$ cat src/rtl/uart_pkg.sv
// rtl/uart_pkg.sv - shared register offsets, CON bit indices and FSM encodings for the UART peripheral
package uart_pkg;

    // Byte offsets of the registers relative to BASE_ADDR
    localparam logic [31:0] TXD_OFS = 32'h0000_0000;
    localparam logic [31:0] RXD_OFS = 32'h0000_0004;
    localparam logic [31:0] CON_OFS = 32'h0000_0008;

    // CON register bit positions
    localparam int CON_TX_IRQ_EN  = 0;
    localparam int CON_RX_IRQ_EN  = 1;
    localparam int CON_TX_DONE    = 2;
    localparam int CON_RX_VALID   = 3;
    localparam int CON_TX_BUSY    = 4;
    localparam int CON_RX_OVERRUN = 5;
    localparam int CON_FRAME_ERR  = 6;

    typedef enum logic [1:0] {T_IDLE, T_START, T_DATA, T_STOP} tx_state_e;
    typedef enum logic [1:0] {R_IDLE, R_START, R_DATA, R_STOP} rx_state_e;

endpackage

$ cat src/rtl/uart_if.sv
// rtl/uart_if.sv - CPU-side register bus of the UART peripheral
// rd/wr    : read / write strobes from the CPU memory stage
// addr     : full 32-bit byte address
// wdata    : write data
// rdata    : combinational read data
// irqout   : registered level interrupt request
interface uart_if;
    logic        rd;
    logic        wr;
    logic [31:0] addr;
    logic [31:0] wdata;
    logic [31:0] rdata;
    logic        irqout;

    modport master (output rd, wr, addr, wdata, input rdata, irqout);
    modport slave  (input rd, wr, addr, wdata, output rdata, irqout);
endinterface

$ cat src/rtl/uart_rx_core.sv
// rtl/uart_rx_core.sv - UART receiver: input synchronizer, RX FSM, byte/valid/frame-error outputs
// clk, reset     : clock, asynchronous active-low reset
// rxd_async      : raw serial input
// rx_byte        : last assembled byte (stable while rx_byte_valid is high)
// rx_byte_valid  : one-cycle pulse, good stop bit seen
// rx_frame_err   : one-cycle pulse, stop bit sampled low
module uart_rx_core
    import uart_pkg::*;
#(
    parameter int CLKS_PER_BIT = 5208
) (
    input  logic       clk,
    input  logic       reset,
    input  logic       rxd_async,
    output logic [7:0] rx_byte,
    output logic       rx_byte_valid,
    output logic       rx_frame_err
);
    localparam logic [15:0] BIT_END  = 16'(CLKS_PER_BIT - 1);
    localparam logic [15:0] HALF_END = 16'(CLKS_PER_BIT / 2 - 1);

    logic [1:0]  sync_q, sync_d;
    logic        prev_q, prev_d;
    rx_state_e   state_q, state_d;
    logic [15:0] cnt_q, cnt_d;
    logic [2:0]  bit_q, bit_d;
    logic [7:0]  shift_q, shift_d;
    logic        rxd_s;

    assign rxd_s  = sync_q[1];
    assign sync_d = {sync_q[0], rxd_async};
    // Previous synchronized level, so only a true high-to-low transition starts a frame
    assign prev_d = rxd_s;

    always_ff @(posedge clk or negedge reset) begin
        if (!reset) begin
            sync_q  <= 2'b11;
            prev_q  <= 1'b1;
            state_q <= R_IDLE;
            cnt_q   <= '0;
            bit_q   <= '0;
            shift_q <= '0;
        end else begin
            sync_q  <= sync_d;
            prev_q  <= prev_d;
            state_q <= state_d;
            cnt_q   <= cnt_d;
            bit_q   <= bit_d;
            shift_q <= shift_d;
        end
    end

    always_comb begin
        state_d       = state_q;
        cnt_d         = cnt_q;
        bit_d         = bit_q;
        shift_d       = shift_q;
        rx_byte_valid = 1'b0;
        rx_frame_err  = 1'b0;
        case (state_q)
            R_IDLE: begin
                if (prev_q && !rxd_s) begin
                    state_d = R_START;
                    cnt_d   = '0;
                end
            end
            R_START: begin
                // Half-bit re-sample: a line back high is a glitch, not a start bit
                if (cnt_q == HALF_END) begin
                    cnt_d   = '0;
                    bit_d   = '0;
                    state_d = rxd_s ? R_IDLE : R_DATA;
                end else begin
                    cnt_d = cnt_q + 16'd1;
                end
            end
            R_DATA: begin
                if (cnt_q == BIT_END) begin
                    cnt_d   = '0;
                    shift_d = {rxd_s, shift_q[7:1]};
                    if (bit_q == 3'd7) begin
                        state_d = R_STOP;
                    end else begin
                        bit_d = bit_q + 3'd1;
                    end
                end else begin
                    cnt_d = cnt_q + 16'd1;
                end
            end
            R_STOP: begin
                if (cnt_q == BIT_END) begin
                    cnt_d   = '0;
                    state_d = R_IDLE;
                    if (rxd_s) begin
                        rx_byte_valid = 1'b1;
                    end else begin
                        rx_frame_err = 1'b1;
                    end
                end else begin
                    cnt_d = cnt_q + 16'd1;
                end
            end
            default: state_d = R_IDLE;
        endcase
    end

    assign rx_byte = shift_q;

endmodule

$ cat src/rtl/uart_periph.sv
// rtl/uart_periph.sv - memory-mapped UART with TXD/RXD/CON registers and level interrupt
// clk, reset     : clock, asynchronous active-low reset
// bus            : CPU register bus (rd, wr, addr, wdata, rdata, irqout)
// PC_Uart_rxd    : serial input, asynchronous to clk
// PC_Uart_txd    : serial output, idle high
module uart_periph
    import uart_pkg::*;
#(
    parameter int          CLKS_PER_BIT = 5208,
    parameter logic [31:0] BASE_ADDR    = 32'h4000_0018
) (
    input  logic   clk,
    input  logic   reset,
    uart_if.slave  bus,
    input  logic   PC_Uart_rxd,
    output logic   PC_Uart_txd
);
    localparam logic [15:0] BIT_END = 16'(CLKS_PER_BIT - 1);

    logic        sel_txd, sel_rxd, sel_con;
    logic        txd_wr, con_wr, rxd_rd, con_rd;
    tx_state_e   tx_state_q, tx_state_d;
    logic [15:0] tx_cnt_q, tx_cnt_d;
    logic [2:0]  tx_bit_q, tx_bit_d;
    logic [7:0]  tx_shift_q, tx_shift_d;
    logic        txd_q, txd_d;
    logic        tx_busy, tx_done_set;
    logic        tx_irq_en_q, tx_irq_en_d, rx_irq_en_q, rx_irq_en_d;
    logic        tx_done_q, tx_done_d, rx_valid_q, rx_valid_d;
    logic        rx_overrun_q, rx_overrun_d, frame_err_q, frame_err_d;
    logic [7:0]  rx_data_q, rx_data_d;
    logic        irq_q, irq_d;
    logic [7:0]  rx_byte;
    logic        rx_byte_valid, rx_frame_err;
    logic [31:0] con_value;
    logic        unused_wdata;

    assign unused_wdata = ^bus.wdata[31:8];

    assign sel_txd = (bus.addr == BASE_ADDR + TXD_OFS);
    assign sel_rxd = (bus.addr == BASE_ADDR + RXD_OFS);
    assign sel_con = (bus.addr == BASE_ADDR + CON_OFS);
    assign txd_wr  = bus.wr & sel_txd;
    assign con_wr  = bus.wr & sel_con;
    assign rxd_rd  = bus.rd & sel_rxd;
    assign con_rd  = bus.rd & sel_con;

    uart_rx_core #(.CLKS_PER_BIT(CLKS_PER_BIT)) u_rx (
        .clk           (clk),
        .reset         (reset),
        .rxd_async     (PC_Uart_rxd),
        .rx_byte       (rx_byte),
        .rx_byte_valid (rx_byte_valid),
        .rx_frame_err  (rx_frame_err)
    );

    always_ff @(posedge clk or negedge reset) begin
        if (!reset) begin
            tx_state_q   <= T_IDLE;
            tx_cnt_q     <= '0;
            tx_bit_q     <= '0;
            tx_shift_q   <= '0;
            txd_q        <= 1'b1;
            tx_irq_en_q  <= 1'b0;
            rx_irq_en_q  <= 1'b0;
            tx_done_q    <= 1'b0;
            rx_valid_q   <= 1'b0;
            rx_overrun_q <= 1'b0;
            frame_err_q  <= 1'b0;
            rx_data_q    <= '0;
            irq_q        <= 1'b0;
        end else begin
            tx_state_q   <= tx_state_d;
            tx_cnt_q     <= tx_cnt_d;
            tx_bit_q     <= tx_bit_d;
            tx_shift_q   <= tx_shift_d;
            txd_q        <= txd_d;
            tx_irq_en_q  <= tx_irq_en_d;
            rx_irq_en_q  <= rx_irq_en_d;
            tx_done_q    <= tx_done_d;
            rx_valid_q   <= rx_valid_d;
            rx_overrun_q <= rx_overrun_d;
            frame_err_q  <= frame_err_d;
            rx_data_q    <= rx_data_d;
            irq_q        <= irq_d;
        end
    end

    // The line level is registered and computed alongside the next state so
    // PC_Uart_txd changes exactly on the edge that enters each bit.
    always_comb begin
        tx_state_d  = tx_state_q;
        tx_cnt_d    = tx_cnt_q;
        tx_bit_d    = tx_bit_q;
        tx_shift_d  = tx_shift_q;
        txd_d       = txd_q;
        tx_done_set = 1'b0;
        case (tx_state_q)
            T_IDLE: begin
                if (txd_wr) begin
                    tx_shift_d = bus.wdata[7:0];
                    tx_cnt_d   = '0;
                    tx_bit_d   = '0;
                    txd_d      = 1'b0;
                    tx_state_d = T_START;
                end
            end
            T_START: begin
                if (tx_cnt_q == BIT_END) begin
                    tx_cnt_d   = '0;
                    txd_d      = tx_shift_q[0];
                    tx_state_d = T_DATA;
                end else begin
                    tx_cnt_d = tx_cnt_q + 16'd1;
                end
            end
            T_DATA: begin
                if (tx_cnt_q == BIT_END) begin
                    tx_cnt_d = '0;
                    if (tx_bit_q == 3'd7) begin
                        txd_d      = 1'b1;
                        tx_state_d = T_STOP;
                    end else begin
                        tx_bit_d   = tx_bit_q + 3'd1;
                        tx_shift_d = {1'b0, tx_shift_q[7:1]};
                        txd_d      = tx_shift_q[1];
                    end
                end else begin
                    tx_cnt_d = tx_cnt_q + 16'd1;
                end
            end
            T_STOP: begin
                if (tx_cnt_q == BIT_END) begin
                    tx_cnt_d    = '0;
                    tx_state_d  = T_IDLE;
                    tx_done_set = 1'b1;
                end else begin
                    tx_cnt_d = tx_cnt_q + 16'd1;
                end
            end
            default: begin
                tx_state_d = T_IDLE;
                txd_d      = 1'b1;
            end
        endcase
    end

    assign tx_busy = (tx_state_q != T_IDLE);

    // Clear-by-read is applied before the set terms so a same-cycle set wins.
    always_comb begin
        tx_irq_en_d  = tx_irq_en_q;
        rx_irq_en_d  = rx_irq_en_q;
        tx_done_d    = tx_done_q;
        rx_valid_d   = rx_valid_q;
        rx_overrun_d = rx_overrun_q;
        frame_err_d  = frame_err_q;
        rx_data_d    = rx_data_q;
        if (con_wr) begin
            tx_irq_en_d = bus.wdata[0];
            rx_irq_en_d = bus.wdata[1];
        end
        if (rxd_rd) begin
            rx_valid_d = 1'b0;
        end
        if (con_rd) begin
            tx_done_d    = 1'b0;
            rx_overrun_d = 1'b0;
            frame_err_d  = 1'b0;
        end
        if (tx_done_set) begin
            tx_done_d = 1'b1;
        end
        if (rx_byte_valid) begin
            rx_data_d  = rx_byte;
            rx_valid_d = 1'b1;
            if (rx_valid_q) begin
                rx_overrun_d = 1'b1;
            end
        end
        if (rx_frame_err) begin
            frame_err_d = 1'b1;
        end
        irq_d = (tx_irq_en_q & tx_done_q) | (rx_irq_en_q & rx_valid_q);
    end

    always_comb begin
        con_value                 = '0;
        con_value[CON_TX_IRQ_EN]  = tx_irq_en_q;
        con_value[CON_RX_IRQ_EN]  = rx_irq_en_q;
        con_value[CON_TX_DONE]    = tx_done_q;
        con_value[CON_RX_VALID]   = rx_valid_q;
        con_value[CON_TX_BUSY]    = tx_busy;
        con_value[CON_RX_OVERRUN] = rx_overrun_q;
        con_value[CON_FRAME_ERR]  = frame_err_q;
    end

    // TXD is write-only and reads back as zero
    always_comb begin
        bus.rdata = '0;
        if (bus.rd) begin
            if (sel_rxd) begin
                bus.rdata = {24'd0, rx_data_q};
            end else if (sel_con) begin
                bus.rdata = con_value;
            end
        end
    end

    assign PC_Uart_txd = txd_q;
    assign bus.irqout  = irq_q;

endmodule

$ cat src/flat_wrapper.sv
// flat-port wrapper written by rule: the top's interface ports become plain ports
module uart_periph_flat import uart_pkg::*;
#(
    parameter int          CLKS_PER_BIT = 5208,
    parameter logic [31:0] BASE_ADDR    = 32'h4000_0018
)
  (clk, reset, PC_Uart_rxd, PC_Uart_txd, bus_rd, bus_wr, bus_addr, bus_wdata, bus_rdata, bus_irqout);
  uart_if bus_i ();
  input  logic clk;
  input  logic reset;
  input  logic PC_Uart_rxd;
  output logic PC_Uart_txd;
  input wire logic [$bits(bus_i.rd)-1:0] bus_rd;
  input wire logic [$bits(bus_i.wr)-1:0] bus_wr;
  input wire logic [$bits(bus_i.addr)-1:0] bus_addr;
  input wire logic [$bits(bus_i.wdata)-1:0] bus_wdata;
  output wire logic [$bits(bus_i.rdata)-1:0] bus_rdata;
  output wire logic [$bits(bus_i.irqout)-1:0] bus_irqout;
  assign bus_i.rd = bus_rd;
  assign bus_i.wr = bus_wr;
  assign bus_i.addr = bus_addr;
  assign bus_i.wdata = bus_wdata;
  assign bus_rdata = bus_i.rdata;
  assign bus_irqout = bus_i.irqout;
  uart_periph #(.CLKS_PER_BIT(CLKS_PER_BIT), .BASE_ADDR(BASE_ADDR)) u_core (.clk(clk), .reset(reset), .bus(bus_i), .PC_Uart_rxd(PC_Uart_rxd), .PC_Uart_txd(PC_Uart_txd));
endmodule
$ cat config.mk
export PLATFORM = sky130hd
export DESIGN_NAME = uart_periph_flat
export DESIGN_NICKNAME = d
export VERILOG_FILES = /design/src/rtl/uart_pkg.sv /design/src/rtl/uart_if.sv /design/src/rtl/uart_rx_core.sv /design/src/rtl/uart_periph.sv /design/src/flat_wrapper.sv
export SDC_FILE = /design/constraint.sdc
export NUM_CORES = 1
export LEC_CHECK = 0
export BUFFER_PORTS_ARGS = -buffer_cell sky130_fd_sc_hd__buf_2
export CAP_MARGIN = 0
export CORE_MARGIN = 2
export CORE_UTILIZATION = 58
export DETAILED_ROUTE_END_ITERATION = 8
export GPL_TIMING_DRIVEN = 0
export PLACE_DENSITY_LB_ADDON = 0.12
export SYNTH_ARGS = -nofsm -noshare
export SYNTH_HDL_FRONTEND = slang
export SYNTH_SLANG_ARGS = --single-unit
$ cat constraint.sdc
create_clock -name clk -period 4.67 [get_ports clk]
set_input_delay 0.934 -clock clk [delete_from_list [all_inputs] [get_ports clk]]
set_output_delay 0.934 -clock clk [all_outputs]
set_load 0.02 [all_outputs]
==> results.yml, run 1 <==
synthesis:
  synth_top_family_by_area: "simple AND/OR/NAND/NOR gates"
  synth_top_area_share: 0.417
  ys_async_sr_fraction: 1.00
  ys_ff_latch: 77
  seq_area_frac_synth: 0.441
  syn_area_um2: 4380
  synthAdderAreaFrac: 0.0314
  synthXorXnorAreaFrac: 0
  synth-simple-area-share: 0.185
  synth-compound-area-share: 0.157
  avgSynthCellArea_um2: 10.2
  synth_top_area_cell: "dfrtp_1"
  muxShareOfSynthArea: 0.106
  syn_inst: 428
  yosysWarnings: 0
  synthTopCellsByArea: "dfrtp_1 (42%), a22o_1 (5.0%), mux2_2 (4.9%)"
  ys.flop_type: "dfrtp_1"
  ys_types: 62
  synth_edf_count: 0
finish:
  nets: 597
  syn_to_final_growth_pct: 15.9
  finalNonFillerCells: 621
  fillCellCount: 570
  regArea_um2: 1930
  num_antenna_cells: 0
  fin_util: 0.696
  fin_area_um2: 5080
  drive_gt1_frac: 0.274
  multi_input_area_um2: 2190
clock_tree:
  post_cts_buffers: 0
  cts_hold_buf: 0
  clock_path_buffers: 2
  ctsRootBufferMaster: "clkbuf_8"
  insertion_delay_ps: 360
  clk_pin_slew_ps: 80
  clock_sinks: 77
  cts_buffers: 9
  cts_resized: 0
  cts_tree: "built"
  htreeDepth: 3
placement:
  dpl_worst_slack_ps: 981
  dp_hpwl_um: 6810
  dp.cells: 605
  port_buffers: 54
  dpl_cell_area_um2: 4890
  gp_congestion: 0.884
grt:
  gr-max-usage-layer: "met2"
  gr-total-overflow: 0
  antenna_found_initial: 0
  grt_use_met1: 0.321
  grt_max_degree: 58
  grt_pass1_wl_um: 15700
  grt_pass1_vias: 3348
  use_met2: 0.368
  grt_use_total: 0.236
  use_met3: 0.0534
sta:
  finalClockSkew_ps: 14.5
  rsz0062_at_grt: "false"
  setup_viol: 0
  slew_headroom: 0.405
  post-route-period-util: 0.786
  fmax_mhz: 272
  tightest_slew_ps: 885
  period_needed_ps: 3670
  fin_setup_tns_ps: 0
  setup_slack_ps: 1000
  finalHoldViolCount: 0
  drv_slew: 0
floorplan:
  die_w_um: 90.9
  io_pins: 103
  initial_utilization: 0.601
  die_area_um2: 8260
  std_cell_rows: 31
  die_h_um: 90.9
  core_area_um2: 7290
setup_path:
  crit_arrival_ps: 2740
  path_class: "primary input to output port"
  path_max_fanout: 10
  crit_chain: "buf_2, nor4_1, and4b_1, nand4_1, nor3b_2, a22o_1, buf_2"
  cp_top_family: "simple AND/OR/NAND/NOR gates"
  worst_ep_required_time_ps: 3740
  cp_common_cell: "buf_2"
  end_kind: "output port"
  ff2ff_setup_slack_ps: 2210
  max_stage_delay_ps: 590
  path_buf_inv: 2
  crit_path_start_kind: "primary input"
  slowest_stage: "nor3b_2"
route:
  detail-route-antenna-nets: 0
  wire_per_inst_um: 15.3
  drcViolationCount: 0
  vias: 3595
  routed_via_density: 5.79
  drt_pre_antenna_iters: 5
  drtIter0Drc: 253
  drt-total-wl_um: 9480
hold_path:
  holdCritPathClass: "register to register"
run_status:
  outcome: "finished, final reports clean"
power_and_ir_drop:
  p_leak_nw: 2.50
  ir_worst_vdd_mv: 0.237
  power.density_nw_per_um2: 310
run:
  cap_violations: 0
==> synthesized netlist by cell type (all sizes together) (4+ instances only) <==
library cell,count
a2bb2oi,4
nand4,7
inv,22
nor2b,5
a31oi,13
a41oi,5
buf,30
a22o,25
or4,4
nor3,5
nor4,14
dfrtp,73
nand2,34
o22ai,6
ha,11
a21oi,10
clkbuf,12
and3,7
mux2,36
o21ai,15
nand3,18
nor2,23
dfstp,4
==> layout make-up <==
cell class	instances	share of cell area
Buffer	42	0.0508
Clock buffer	9	0.0244
Clock inverter	7	0.0123
Inverter	22	0.0163
Multi-Input combinational cell	310	0.432
Sequential cell	77	0.381
Tap cell	99	0.0244
Timing Repair Buffer	55	0.0592
==> kinds of logic after synthesis <==
logic type | Yosys count
muxes | 39
DFF | 77
AOI/OAI and AO/OA | 95
and+or+nand+nor | 141
other | 1
buffers and inverters | 64
adders and majority gates | 11
==> metal layers <==
layer / wire length [µm] / part of all wire / vias to the layer above
li1: - / - / 1729
met4: 128 / 0.013 / 0
met1: 4400 / 0.46 / 1725
met5: 0 / 0 / -
met2: 4330 / 0.46 / 129
met3: 630 / 0.066 / 12
==> path summary, 6_finish.rpt <==
check	depth (start not counted)	endpoint	startpoint
setup / recovery	7	bus_rdata[0]	bus_addr[8]
hold / removal	0	u_core.u_rx.sync_q[1]$_DFF_PN1_	u_core.u_rx.sync_q[0]$_DFF_PN1_
setup reg to reg	7	u_core.u_rx.cnt_q[14]$_DFFE_PN0P_	u_core.u_rx.cnt_q[0]$_DFFE_PN0P_
hold reg to reg	0	u_core.u_rx.sync_q[1]$_DFF_PN1_	u_core.u_rx.sync_q[0]$_DFF_PN1_
max in group asynchronous	2	u_core.PC_Uart_txd$_DFFE_PN1P_	reset
min in group asynchronous	1	u_core.rx_data_q[7]$_DFFE_PN0P_	reset
==> state kept, by name, indices dropped and copies added (netlist names), 2 cells and up, named ones only <==
name	count
u_core.tx_bit_q	3
u_core.tx_state_q	2
u_core.u_rx.rx_byte	8
u_core.tx_shift_q	8
u_core.u_rx.cnt_q	16
u_core.tx_cnt_q	16
u_core.rx_data_q	8
u_core.u_rx.sync_q	2
u_core.u_rx.bit_q	3
==> cell usage in the layout (no fill, tap or decap), types with 8 or more instances in the layout <==
cell type	n
a21oi_1	9
a22o_1	25
a31oi_1	13
buf_2	58
buf_4	26
clkbuf_1	12
clkbuf_8	9
conb_1	24
dfrtp_1	73
ha_1	11
inv_1	22
mux2_1	9
mux2_2	19
mux2_4	8
nand2_1	33
nand3_1	18
nor2_1	22
nor4_1	11
o21ai_0	14
==> report_power, final <==
group	leakage [nW]	switching, mW	internal, mW	total (mW)
registers	0.987	0.0576	0.723	0.781
logic	1.42	0.189	0.119	0.307
clock network	0.0931	0.278	0.205	0.483
==> metrics by stage <==
step | hold WS [ps] | power, mW
3_5_place_dp | 348 | 1.10
2_1_floorplan | 345 | 0.993
6_report | 360 | 1.57
4_1_cts | 362 | 1.58
5_1_grt | 363 | 1.65
3_3_place_gp | 346 | 1.08
(Power assumes the default switching activity.)
==> inputs of run 2 (changes only) <==
CORE_UTILIZATION = 54   (was 58)
clock period = 3.63 ns   (was 4.67 ns; I/O delays follow)
==> results.yml, run 2 (synthesis gave the netlist of run 1 again) <==
sta:
  rsz0062_at_grt: "false"
  setup_viol: 0
  finalClockSkew_ps: 11.2
  drv_slew: 0
  setup_slack_ps: 336
  finalHoldViolCount: 0
  fmax_mhz: 304
  post-route-period-util: 0.907
  fin_setup_tns_ps: 0
  tightest_slew_ps: 835
  holdWs_ps: 231
  slew_headroom: 0.438
  period_needed_ps: 3290
clock_tree:
  clock_path_buffers: 2
  ctsRootBufferMaster: "clkbuf_8"
  clock_sinks: 77
  post_cts_buffers: 0
  cts_tree: "built"
  htreeDepth: 3
  cts_hold_buf: 0
  clk_pin_slew_ps: 90
  cts_resized: 0
  insertion_delay_ps: 360
  cts_buffers: 9
finish:
  finalNonFillerCells: 624
  syn_to_final_growth_pct: 16.0
  reg.largest.list: "u_core.tx_cnt_q x16, u_core.u_rx.cnt_q x16"
  nets: 597
  fillCellCount: 664
  multi_input_area_um2: 2190
  fin_area_um2: 5080
  num_antenna_cells: 0
  final_cell_mix: "dfrtp_1 (73), buf_2 (58), nand2_1 (33)"
  regArea_um2: 1930
  drive_gt1_frac: 0.274
  layout_commonest_cell: "dfrtp_1"
  fin_util: 0.651
grt:
  grt_pass1_wl_um: 15600
  grt_use_total: 0.222
  gr-total-overflow: 0
  grt_max_degree: 60
  antenna_found_initial: 0
  grt_pass1_vias: 3421
floorplan:
  initial_utilization: 0.561
  io_pins: 103
  die_h_um: 94.1
  std_cell_rows: 32
  die_area_um2: 8850
  die_w_um: 94.1
  core_area_um2: 7810
placement:
  gp_congestion: 0.923
  dpl_worst_slack_ps: 356
  dpl_cell_area_um2: 4890
  dp.cells: 608
  port_buffers: 54
  dp_hpwl_um: 6650
power_and_ir_drop:
  power.density_nw_per_um2: 396
  power.total_mw: 2.01
  p_leak_nw: 2.50
  ir_worst_vdd_mv: 0.207
setup_path:
  worst_ep_required_time_ps: 2900
  crit_path_start_kind: "primary input"
  crit_arrival_ps: 2570
  path_class: "primary input to output port"
  end_kind: "output port"
  path_max_fanout: 10
route:
  drt_pre_antenna_iters: 5
  detail-route-antenna-nets: 0
  vias: 3592
  drtIter0Drc: 209
  wire_per_inst_um: 14.7
  drcViolationCount: 0
  drt-total-wl_um: 9160
  routed_via_density: 5.76
run_status:
  outcome: "finished, final reports clean"
run:
  cap_violations: 0
hold_path:
  holdCritPathClass: "primary input to async pin"
## run 2: cell counts in the layout (fill, tap and decap cells not counted)
Identical to the previous run, type by type.
## run 2: critical path, cell delays in order
cell	delay [ps]
buf_2	90
nor4_1	280
and4_1	300
nand4_1	170
nor3b_2	600
a22o_1	230
buf_2	160
## run 2: cell type report
cell class / instances / share of cell area
inverter: 22 / 0.0163
sequential: 77 / 0.380
timing repair buffer: 55 / 0.0591
tap: 102 / 0.0251
multi-input combinational: 310 / 0.432
clock inverter: 7 / 0.0123
clock buffer: 9 / 0.0244
buffer: 42 / 0.0507
## run 2: power by group
| group | switching, mW | total, mW | internal (mW) |
|---|---|---|---|
| combinational | 0.235 | 0.388 | 0.153 |
| sequential | 0.0735 | 1.00 | 0.931 |
| clock | 0.356 | 0.619 | 0.264 |
## run 2: metal layers
layer,GRT usage,share of wire,up-vias
li1,-,-,1727
met1,0.311,0.47,1715
met2,0.353,0.45,140
met3,0.0305,0.067,10
met4,0.0845,0.014,0
met5,0,0,-
## run 2: path summary, 6_finish.rpt
kind	startpoint	to	slack (ps)	cells past startpoint
max	bus_addr[25]	bus_rdata[1]	340	7
min	reset	u_core.rx_data_q[6]$_DFFE_PN0P_	230	1
max reg2reg	u_core.u_rx.cnt_q[0]$_DFFE_PN0P_	u_core.u_rx.cnt_q[15]$_DFFE_PN0P_	1240	6
min reg2reg	u_core.u_rx.sync_q[0]$_DFF_PN1_	u_core.u_rx.sync_q[1]$_DFF_PN1_	350	0
max in group asynchronous	reset	u_core.PC_Uart_txd$_DFFE_PN1P_	2770	2
min in group clk	u_core.u_rx.sync_q[0]$_DFF_PN1_	u_core.u_rx.sync_q[1]$_DFF_PN1_	350	0
==> inputs of run 3 (changes only) <==
BUFFER_PORTS_ARGS = unset   (was -buffer_cell sky130_fd_sc_hd__buf_2)
CORE_UTILIZATION = 60   (was 54)
DONT_BUFFER_PORTS = 1   (was unset)
SYNTH_HIERARCHICAL = 1   (was unset)
==> results.yml, run 3 <==
run_status:
  outcome: "finished, final reports clean"
synthesis:
  synthAdderAreaFrac: 0.0334
  synth-simple-area-share: 0.200
  muxShareOfSynthArea: 0.0990
  synth_edf_count: 0
  ys_types: 67
  synth_top_family_by_area: "simple AND/OR/NAND/NOR gates"
  avgSynthCellArea_um2: 10.4
  seq_area_frac_synth: 0.429
  syn_area_um2: 4500
  synth-compound-area-share: 0.158
  synth_top_area_cell: "dfrtp_1"
  yosysMostFrequentCell: "dfrtp_1"
  synthXorXnorAreaFrac: 0.00778
  ys.flop_type: "dfrtp_1"
  ys_top_cells_by_count: "dfrtp_1 (73), nand2_1 (38), mux2_2 (32)"
  syn_inst: 433
  yosysWarnings: 6
  ys_ff_latch: 77
  synthTopCellsByArea: "dfrtp_1 (41%), mux2_2 (8.0%), a22o_1 (5.6%)"
  ys_async_sr_fraction: 1.00
  synth_top_area_share: 0.406
route:
  drtIter0Drc: 132
  drt-total-wl_um: 9040
  routed_via_density: 5.98
  vias: 3419
  drcViolationCount: 0
  drt_pre_antenna_iters: 4
  detail-route-antenna-nets: 0
  wire_per_inst_um: 15.8
floorplan:
  io_pins: 103
  initial_utilization: 0.620
  die_h_um: 90.6
  std_cell_rows: 31
  die_area_um2: 8210
  die_w_um: 90.6
  core_area_um2: 7250
setup_path:
  path_class: "primary input to output port"
  max_stage_delay_ps: 660
  slowest_stage: "nor4_1"
  r2r_start: "u_core/u_rx/cnt_q[0]$_DFFE_PN0P_"
  worst_ep_required_time_ps: 2900
  path_max_fanout: 6
  cp-startpoint: "bus_addr[31]"
  crit_arrival_ps: 2610
  end_kind: "output port"
  crit_chain: "nor4b_1, nand4_1, nor4_1, buf_2, a22o_1"
  crit_path_start_kind: "primary input"
finish:
  nets: 549
  layout_commonest_cell: "dfrtp_1"
  multi_input_area_um2: 2330
  finalNonFillerCells: 572
  fin_util: 0.676
  regArea_um2: 1930
  fin_area_um2: 4900
  drive_gt1_frac: 0.218
  fillCellCount: 570
  syn_to_final_growth_pct: 8.90
  reg.largest.list: "u_core/tx_cnt_q x16, u_core/u_rx/cnt_q x16"
  num_antenna_cells: 0
  final_cell_mix: "dfrtp_1 (73), nand2_1 (38), mux2_2 (32)"
placement:
  port_buffers: 0
  dp_hpwl_um: 6520
  dp.cells: 556
  gp_congestion: 0.892
  dpl_cell_area_um2: 4720
clock_tree:
  clock_sinks: 77
  insertion_delay_ps: 360
  cts_buffers: 9
  clk_pin_slew_ps: 90
  post_cts_buffers: 0
  cts_resized: 0
  cts_tree: "built"
  clock_path_buffers: 2
  ctsRootBufferMaster: "clkbuf_8"
  cts_hold_buf: 0
  htreeDepth: 3
sta:
  tightest_slew_ps: 929
  rsz0062_at_grt: "false"
  fin_setup_tns_ps: 0
  post-route-period-util: 0.920
  period_needed_ps: 3340
  finalHoldViolCount: 0
  fmax_mhz: 300
  drv_slew: 0
  finalClockSkew_ps: 8.82
  setup_viol: 0
  slew_headroom: 0.377
power_and_ir_drop:
  ir_worst_vdd_mv: 0.398
  power.density_nw_per_um2: 399
  p_leak_nw: 2.22
hold_path:
  holdCritPathClass: "primary input to async pin"
grt:
  gr-total-overflow: 0
  grt_pass1_vias: 3296
  grt_use_total: 0.229
  grt_pass1_wl_um: 15200
  antenna_found_initial: 0
  grt_max_degree: 78
run:
  cap_violations: 0
[run 3: path summary, 6_finish.rpt]
path / depth (start not counted) / endpoint / slack, ps
max in group asynchronous: 0 / u_core/PC_Uart_txd$_DFFE_PN1P_ / 3380
hold / removal: 0 / u_core/u_rx/rx_byte[7]$_DFFE_PN0P_ / 50
hold reg to reg: 0 / u_core/u_rx/sync_q[1]$_DFF_PN1_ / 360
setup / recovery: 5 / bus_rdata[2] / 290
setup reg to reg: 7 / u_core/rx_data_q[1]$_DFFE_PN0P_ / 830
min in group clk: 0 / u_core/u_rx/sync_q[0]$_DFF_PN1_ / 350
[run 3: area by class of cell]
| class | count | area share |
|---|---|---|
| buffer | 44 | 0.0567 |
| clock buffer | 9 | 0.0253 |
| clock inverter | 7 | 0.0125 |
| inverter | 13 | 0.00996 |
| multi-input combinational | 322 | 0.475 |
| sequential | 77 | 0.394 |
| tap | 99 | 0.0253 |
| timing repair buffer | 1 | 0.00102 |
[run 3: cells by family after synthesis]
| group | count (synthesis) |
|---|---|
| AND/OR/NAND/NOR | 150 |
| AO/OA/AOI/OAI | 92 |
| flip-flops | 77 |
| buffers and inverters | 57 |
| multiplexers | 40 |
| adder cells (fa/ha/maj) | 12 |
| XOR/XNOR | 4 |
| other | 1 |
[run 3: power by group]
group	switching [mW]	total, mW	leakage [nW]	internal (mW)
Sequential	0.0562	0.975	1.01	0.919
Combinational	0.215	0.361	1.12	0.147
Clock	0.354	0.617	0.0892	0.262
Total	0.625	1.95	2.22	1.33
[run 3: metal layers]
metal,wire length [µm],global-route usage
met4,123,0.0910
met2,4300,0.386
met3,522,0.0417
met1,4090,0.292
met5,0,0
[run 3: per-stage QoR]
step	power, mW	hold slack [ps]	worst slack (ps)
finish	1.95	49.6	291
global route	2.06	20.5	61.9
CTS	1.96	38.5	285
detailed placement	1.35	347	302
global placement	1.34	346	-96.4
floorplan	1.27	345	443
[run 3: critical path, delay by kind of cell]
family	cells	cell delay, ps
simple gates	3	1300
buf+inv	1	290
compound gates	1	290
